### src/rtl/bsg_link_downstream_param.sv
// Receive side of the source-synchronous link: registers IO flits, packs them
// little-endian into core words, buffers them in a FWFT FIFO, and returns decimated credit.
module bsg_link_downstream_param #(
   parameter int IO_W        = 32'd8,
   parameter int CORE_W      = 32'd32,
   parameter int DEPTH       = 32'd64,
   parameter int TOKEN_DECIM = 32'd8,
   localparam int PTR_W      = $clog2(DEPTH) + 32'd1
) (
   input  logic              clk,
   input  logic              rst,
   input  logic              io_valid_in,
   input  logic [IO_W-1:0]   io_data_in,
   input  logic              core_ready,
   output logic              core_valid_out,
   output logic [CORE_W-1:0] core_data_out,
   output logic              io_token_out,
   output logic [PTR_W-1:0]  occupancy,
   output logic              overflow_err
);

   localparam int R   = CORE_W / IO_W;
   localparam int GW  = (R > 32'd1) ? $clog2(R) : 32'd1;
   localparam int TCW = (TOKEN_DECIM > 32'd1) ? $clog2(TOKEN_DECIM) : 32'd1;
   localparam int AW  = PTR_W - 32'd1;

   logic              io_valid_q, io_valid_d;
   logic [IO_W-1:0]   io_data_q, io_data_d;
   logic [GW-1:0]     gear_q, gear_d;
   logic [CORE_W-1:0] part_q, part_d;
   logic [PTR_W-1:0]  wptr_q, wptr_d;
   logic [PTR_W-1:0]  rptr_q, rptr_d;
   logic [TCW-1:0]    tcnt_q, tcnt_d;
   logic              token_q, token_d;
   logic              ovf_q, ovf_d;

   logic [CORE_W-1:0] word_s;
   logic              done_s;
   logic              empty_s;
   logic              full_s;
   logic              deq_s;
   logic              wr_s;

   logic [CORE_W-1:0] mem [DEPTH];

   // Gearbox: the current flit overlays its slot of the partial word, forming the write candidate.
   always_comb begin
      io_valid_d = io_valid_in;
      io_data_d  = io_data_in;
      word_s     = part_q;
      for (int i = 0; i < R; i++) begin
         if (gear_q == GW'(i)) begin
            word_s[i*IO_W +: IO_W] = io_data_q;
         end else begin
            word_s[i*IO_W +: IO_W] = part_q[i*IO_W +: IO_W];
         end
      end
      done_s = io_valid_q && (gear_q == GW'(R - 1));
      if (io_valid_q) begin
         part_d = word_s;
         if (done_s) begin
            gear_d = {GW{1'b0}};
         end else begin
            gear_d = gear_q + GW'(1);
         end
      end else begin
         part_d = part_q;
         gear_d = gear_q;
      end
   end

   // FIFO control: a full FIFO still accepts a word when the head leaves in the same cycle.
   always_comb begin
      empty_s = (rptr_q == wptr_q);
      full_s  = (wptr_q[AW] != rptr_q[AW]) && (wptr_q[AW-1:0] == rptr_q[AW-1:0]);
      deq_s   = !empty_s && core_ready;
      wr_s    = done_s && (!full_s || deq_s);
      if (wr_s) begin
         wptr_d = wptr_q + PTR_W'(1);
      end else begin
         wptr_d = wptr_q;
      end
      if (deq_s) begin
         rptr_d = rptr_q + PTR_W'(1);
      end else begin
         rptr_d = rptr_q;
      end
      if (done_s && !wr_s) begin
         ovf_d = 1'b1;
      end else begin
         ovf_d = ovf_q;
      end
   end

   // Credit return: one pulse per TOKEN_DECIM dequeues.
   always_comb begin
      tcnt_d  = tcnt_q;
      token_d = 1'b0;
      if (deq_s) begin
         if (tcnt_q == TCW'(TOKEN_DECIM - 1)) begin
            tcnt_d  = {TCW{1'b0}};
            token_d = 1'b1;
         end else begin
            tcnt_d  = tcnt_q + TCW'(1);
            token_d = 1'b0;
         end
      end else begin
         tcnt_d  = tcnt_q;
         token_d = 1'b0;
      end
   end

   // State registers; reset drops any partial word and in-flight flit.
   always_ff @(posedge clk or negedge rst) begin
      if (!rst) begin
         io_valid_q <= 1'b0;
         io_data_q  <= {IO_W{1'b0}};
         gear_q     <= {GW{1'b0}};
         part_q     <= {CORE_W{1'b0}};
         wptr_q     <= {PTR_W{1'b0}};
         rptr_q     <= {PTR_W{1'b0}};
         tcnt_q     <= {TCW{1'b0}};
         token_q    <= 1'b0;
         ovf_q      <= 1'b0;
      end else begin
         io_valid_q <= io_valid_d;
         io_data_q  <= io_data_d;
         gear_q     <= gear_d;
         part_q     <= part_d;
         wptr_q     <= wptr_d;
         rptr_q     <= rptr_d;
         tcnt_q     <= tcnt_d;
         token_q    <= token_d;
         ovf_q      <= ovf_d;
      end
   end

   // Storage array, deliberately left unreset.
   always_ff @(posedge clk) begin
      if (wr_s) begin
         mem[wptr_q[AW-1:0]] <= word_s;
      end
   end

   assign core_valid_out = !empty_s;
   assign core_data_out  = mem[rptr_q[AW-1:0]];
   assign occupancy      = wptr_q - rptr_q;
   assign io_token_out   = token_q;
   assign overflow_err   = ovf_q;

endmodule

### config.mk
export PLATFORM = sky130hd
export DESIGN_NAME = bsg_link_downstream_param
export DESIGN_NICKNAME = d
export VERILOG_FILES = /design/src/rtl/bsg_link_downstream_param.sv
export SDC_FILE = /design/constraint.sdc
export NUM_CORES = 2
export LEC_CHECK = 0
export ABC_CLOCK_PERIOD_IN_PS = 6200
export CAP_MARGIN = 10
export CORE_ASPECT_RATIO = 1.1
export CORE_MARGIN = 8
export CORE_UTILIZATION = 50
export CTS_CLUSTER_DIAMETER = 50
export DETAILED_ROUTE_END_ITERATION = 7
export DONT_BUFFER_PORTS = 1
export HOLD_SLACK_MARGIN = 0.12
export PLACE_DENSITY = 0.7
export RECOVER_POWER = 50
export SYNTH_ARGS = -nofsm -noshare
export SYNTH_HDL_FRONTEND = slang
export SYNTH_SLANG_ARGS = --single-unit
### constraint.sdc
create_clock -name clk -period 6.2 [get_ports clk]
set_clock_uncertainty 0.15 [all_clocks]
set_input_delay 1.24 -clock clk [delete_from_list [all_inputs] [get_ports clk]]
set_output_delay 1.24 -clock clk [all_outputs]
set_load 0.02 [all_outputs]
* Word level (Yosys, flattened, before mapping)
Memory sizes are Yosys's and may differ from the RTL's.
Cells that the tools add are included.
** Storage, ports and cells
- Bits in writable memories :: 2048
- Output and inout port bits :: 42
- Bits of input ports :: 12
- Register bits :: 62
- Word-level logic and storage cells :: 42
- Memories kept :: 1
** Operators by class
- Add/sub/neg operators :: 5
- Reductions and logical operators :: 10
- Multiplexer cells :: 10
- Equal/unequal tests :: 7
** Memory list
- mem :: depth 64, bits a word 32, rd ports 1, clocked after memory_dff 0, wr ports 1, line 44 : logic [CORE_W-1:0] mem [DEPTH];
** Operator list (count)
- 8-bit two-way mux :: 4
- 7-bit by 1-bit adder with 7-bit output (second input constant) :: 2
- 7-bit equality test :: 1
- 7-bit subtractor :: 1
- 6-bit equality test :: 1
- 1-bit logical AND :: 5
- 2-bit equality test (second input constant) :: 2
- 1-bit two-way mux :: 4
- 3-bit by 1-bit adder with 3-bit output (second input constant) :: 1
- 3-bit equality test (second input constant) :: 1
- 1-bit logical NOT :: 3
- 3-bit two-way mux :: 1
- 2-bit by 1-bit adder with 2-bit output (second input constant) :: 1
- 2-bit by 1-bit equality test with 1-bit output (second input constant) :: 1
- 2-bit logical NOT :: 1
- 2-bit two-way mux :: 1
- 1-bit logical OR :: 1
- 1-bit != test :: 1

* Longest topological paths before layout
- Depth in word-level cells :: 7
- Depth in mapped cells :: 12
- Gate-level depth less buffers :: 9

* Worst setup path after synthesis
No wires, ideal clock.
- Path kind :: flip-flop to flip-flop
- Start :: register rptr_q[3]
- End :: memory mem[63][0] in the netlist's numbering, enable pin
- Setup time :: 0.421 ns
- Clock period less this slack :: 4.706 ns
- Arrival :: 4.135 ns
- Required time :: 5.629 ns
- Stages on the path, launching flop included :: 13
- Path slack :: 1.494 ns
- Path buffers :: 5
- Cell sequence :: dfrtp_1 > buf_2 > inv_1 > clkbuf_1 > clkbuf_1 > clkbuf_1 > ha_1 > nand4_1 > nor4_1 > nor3b_1 > nand3_1 > clkbuf_1 > nor2_1
** On the way
- Cells in the longest elaborated chain, start to end :: 7
- Elaborated cells on any way between the ends :: 10
- Those cells by class :: eq/ne: 2; mux: 2; reduce/logical: 6
** Ends and longest elaborated chain
- start, declared :: line 32 : logic [PTR_W-1:0] rptr_q, rptr_d;
- start signal, assigned :: line 121 : rptr_q <= {PTR_W{1'b0}};
- start signal, assigned :: line 131 : rptr_q <= rptr_d;
- 7-bit equality test or 6-bit equality test (tied branches) :: line 74, 75
- 1-bit logical NOT or 1-bit logical AND (tied branches) :: line 76, 75
- 1-bit logical AND or 1-bit logical NOT (tied branches) :: line 76, 77
- 1-bit logical OR * :: line 77 : wr_s = done_s && (!full_s || deq_s);
- 1-bit logical AND * :: line 77
- 1-bit two-way mux * :: line 140 : if (wr_s) begin
- 1-bit two-way mux (implied by the code) * :: line 141 : mem[wptr_q[AW-1:0]] <= word_s;
- end, declared :: line 44
Mark *: on every way between the ends. The rest lies on a longest branch, timed or not.

* Worst setup path after layout
- Start :: register rptr_q[2]
- End :: output core_data_out[22]
** On the way
- Cells in the longest elaborated chain, start to end :: 1
** Ends and longest elaborated chain
- memory read 64 x 32 bit
- end, declared :: line 16 : output logic [CORE_W-1:0] core_data_out,
No other way between the ends.

==> flow_metrics.env <==
export IMPL_worst_pin_slew_ns=3.656
export IMPL_cp_endpoint="core_data_out[22]"
export IMPL_r2r_start="gear_q[0]$_DFFE_PN0P_"
export IMPL_cts_tree="yes"
export IMPL_ff2ff_path_depth=6
export IMPL_rsz0062_at_grt="no"
export IMPL_cts_root_buf="clkbuf_16"
export IMPL_synth_cell_types=52
export IMPL_async_flop_share_pct=2.938
export IMPL_syn_inst=3834
export IMPL_port_buffers=0
export IMPL_nNetsFinal=4016
export IMPL_path_clk_slew_ns=0.06
export IMPL_wl_um=194600
export IMPL_cts_htree_levels=4
export IMPL_final_antenna_net_count=0
export IMPL_post_route_util_pct=56.40
export IMPL_power_frac_comb_pct=30.7
export IMPL_crit_path_start_kind="register"
export IMPL_synth_nets=3861
export IMPL_start_util_pct=50.12
export IMPL_post_cts_buffers=0
export IMPL_internal_power_mw=30.30
export IMPL_drive_gt1_share_pct=23.27
export IMPL_final_cells=6276
export IMPL_clkPwrFrac_pct=26.9
export IMPL_synth_main_ff_cell="edfxtp_1"
export IMPL_slew_headroom_pct=-143.7
export IMPL_coreArea_um2=161700
export IMPL_gp_congestion=0.8246
export IMPL_cts_buffer_depth=3
export IMPL_dr_pass1_iters=5
export IMPL_syn_area_um2=81070
export IMPL_setup_ws_ns=0.3470
export IMPL_vdd_drop_max_mv=0.4728
export IMPL_die_h_um=438.3
export IMPL_initialDrtViolationCount=4774
export IMPL_synth_commonest_cells="edfxtp_1 (2048), mux4_2 (399), mux2i_1 (226), nor2_1 (118), clkbuf_1 (99)"
export IMPL_rows=155
export IMPL_switchingPower_mw=14.83
export IMPL_period_needed_ns=5.853
export IMPL_finalHoldViolCount=0
export IMPL_synth_top_area_share_pct=75.86
export IMPL_grt_first_pass_wirelength_um=281400
export IMPL_syn_area_per_cell_um2=21.15
export IMPL_ys_warn_count=0
export IMPL_synth_seq_cells=2110
export IMPL_floorplan_die_area_um2=175300
export IMPL_pwr_share_seq_pct=42.4
export IMPL_postPlaceCellArea_um2=84740
export IMPL_p_total_mw=45.12
export IMPL_die_w_um=399.9
export IMPL_area_growth_pct=12.52
export IMPL_clkLatencyLatePin_ns=0.83
export IMPL_slew_viol_final=2030
export IMPL_fmax_ghz=0.1709
export IMPL_worstSetupStartpoint="rptr_q[2]$_DFFE_PN0P_"
export IMPL_fin_crit_sh_pct=94.40
export IMPL_grt_max_degree=133
export IMPL_r2r_end="mem[39][17]$_DFFE_PP_"
export IMPL_grt_pass1_vias=40040
export IMPL_path_class="register to output port"
export IMPL_worstPathArrival_ns=4.46
export IMPL_violations="max-capacitance violations, max-slew violations"
export IMPL_critPathMaxFanout=73
export IMPL_crit_required_ns=4.81
export IMPL_yosys_area_top_type="edfxtp_1"
export IMPL_setup_violations=0
export IMPL_wire_per_inst_um=31.01
export IMPL_status="complete, but fails checks"
export IMPL_viasPerCell=6.325
export IMPL_num_vias=39700
export IMPL_cts_sinks=2110
export IMPL_grt_overflow=0
export IMPL_r2r_setup_slack_ns=1.18
export IMPL_yosysMostFrequentCell="edfxtp_1"
export IMPL_setup_tns_ns=0
export IMPL_hpwl_um=110500
export IMPL_dp_slack_ns=1.168
export IMPL_grt_usage_pct=21.97
export IMPL_grt_antenna_before_repair=10
export IMPL_synthTopCellsByArea="edfxtp_1 (76%), mux4_2 (11%), mux2i_1 (2.8%), dfrtp_1 (1.9%), mux2_2 (1.0%)"
export IMPL_p_per_area_nw_per_um2=494.7
export IMPL_placed_cells=5903
export IMPL_synth_edf_count=2048
export IMPL_switching_share_pct=32.86
export IMPL_hold_class="input port to register"
export IMPL_endpoint_kind="output port"
export IMPL_io_pins=54
export IMPL_drc=0
export IMPL_fin_hold_ws_ns=0.3114
export IMPL_cap_violations=32
export IMPL_final_area_um2=91220
export IMPL_p_leak_nw=29.00
export IMPL_synth_seq_area_share_pct=77.77
export IMPL_cts_inserted_buffers=196
-- metal layers --
metal  part of all wire [%]  global-route usage (%)  up-vias
li1                       -                       -    16350
met1                     39                   30.18    21040
met2                     49                   36.11     1967
met3                    8.6                   4.040      334
met4                    3.1                   6.771        6
met5                  0.018                       0        -
-- power groups by stage --
stage                     sequential [mW]  clock [mW]  combinational (mW)
after floorplan                      18.8           0                9.12
after global placement               19.1           0                13.7
after detailed placement             19.1           0                13.9
after CTS                            18.8        12.3                13.9
after global routing                 19.2        12.8                14.6
final                                19.1        12.2                13.8
-- layout by cell type (no fill, tap or decap), types with 9 or more instances in the layout --
cell type / n
o22ai_1: 49
nor2_1: 50
nor3_1: 22
mux2i_1: 226
and3_1: 11
a211o_1: 17
a21oi_1: 93
bufinv_16: 23
clkbuf_16: 203
o221ai_1: 21
buf_12: 30
clkbuf_1: 71
ha_1: 14
inv_1: 14
nand2_1: 98
a221oi_1: 62
mux4_2: 399
a211oi_1: 23
a32o_1: 9
buf_4: 120
dfrtp_1: 58
o21ai_0: 42
o21ai_1: 37
edfxtp_1: 2048
mux2_2: 59
nor2_4: 69
xnor2_1: 14
clkinv_2: 27
mux2_1: 14
a22oi_1: 61
clkinv_1: 41
nand3_1: 43
a31oi_1: 9
-- sequential cells by signal (all words and copies together) (netlist names) --
register,count
overflow_err,1
part_q,32
mem,2048
io_data_q,8
io_token_out,1
io_valid_q,1
tcnt_q,3
wptr_q,7
rptr_q,7
gear_q,2
-- kinds of logic after synthesis --
kind of cell    Yosys count  synth area share (%)
flops                  2110                 77.77
mux                     698                 14.89
compound gates          444                 3.713
simple gates            315                 1.673
buf+inv                 235                 1.528
xor+xnor                 17                0.1837
fa+ha+maj                15                0.2408
-- critical path, stage by stage, from the launching register on --
cell and delay (ns):
dfrtp_4 0.87, buf_4 0.98, mux4_2 0.39, o22ai_1 0.10
nor3_1 0.54, a31oi_1 0.21, o21ai_1 0.27, buf_4 0.21
-- cell type report --
type | count | area [um2]
Sequential cell | 2110 | 63070
Timing Repair Buffer | 177 | 1633
Multi-Input combinational cell | 1489 | 17310
Antenna cell | 2 | 5.005
Tap cell | 2119 | 2651
Fill cell | 11750 | 70520
Clock buffer | 253 | 5308
Clock inverter | 111 | 1190
Inverter | 15 | 56.30
-- timing repair --
action | 4_1_cts | 5_1_grt
hold endpoints to repair | 62 | 0
gates resized for setup | 0 | 0
hold buffers | 2 | 0
-- worst min path at each step --
stage | start | endpoint | slack (ns) | depth (start not counted)
2_1_floorplan | tcnt_q[1]$_DFFE_PN0P_ | tcnt_q[1]$_DFFE_PN0P_ | 0.30 | 2
6_report | io_data_in[3] | io_data_q[3]$_DFF_PN0_ | 0.31 | 0
4_1_cts | io_valid_in | io_valid_q$_DFF_PN0_ | 0.24 | 0
5_1_grt | io_data_in[4] | io_data_q[4]$_DFF_PN0_ | 0.27 | 0
3_5_place_dp | tcnt_q[2]$_DFFE_PN0P_ | tcnt_q[2]$_DFFE_PN0P_ | 0.32 | 2
3_3_place_gp | tcnt_q[1]$_DFFE_PN0P_ | tcnt_q[1]$_DFFE_PN0P_ | 0.32 | 2
(Power assumes the default switching activity.)
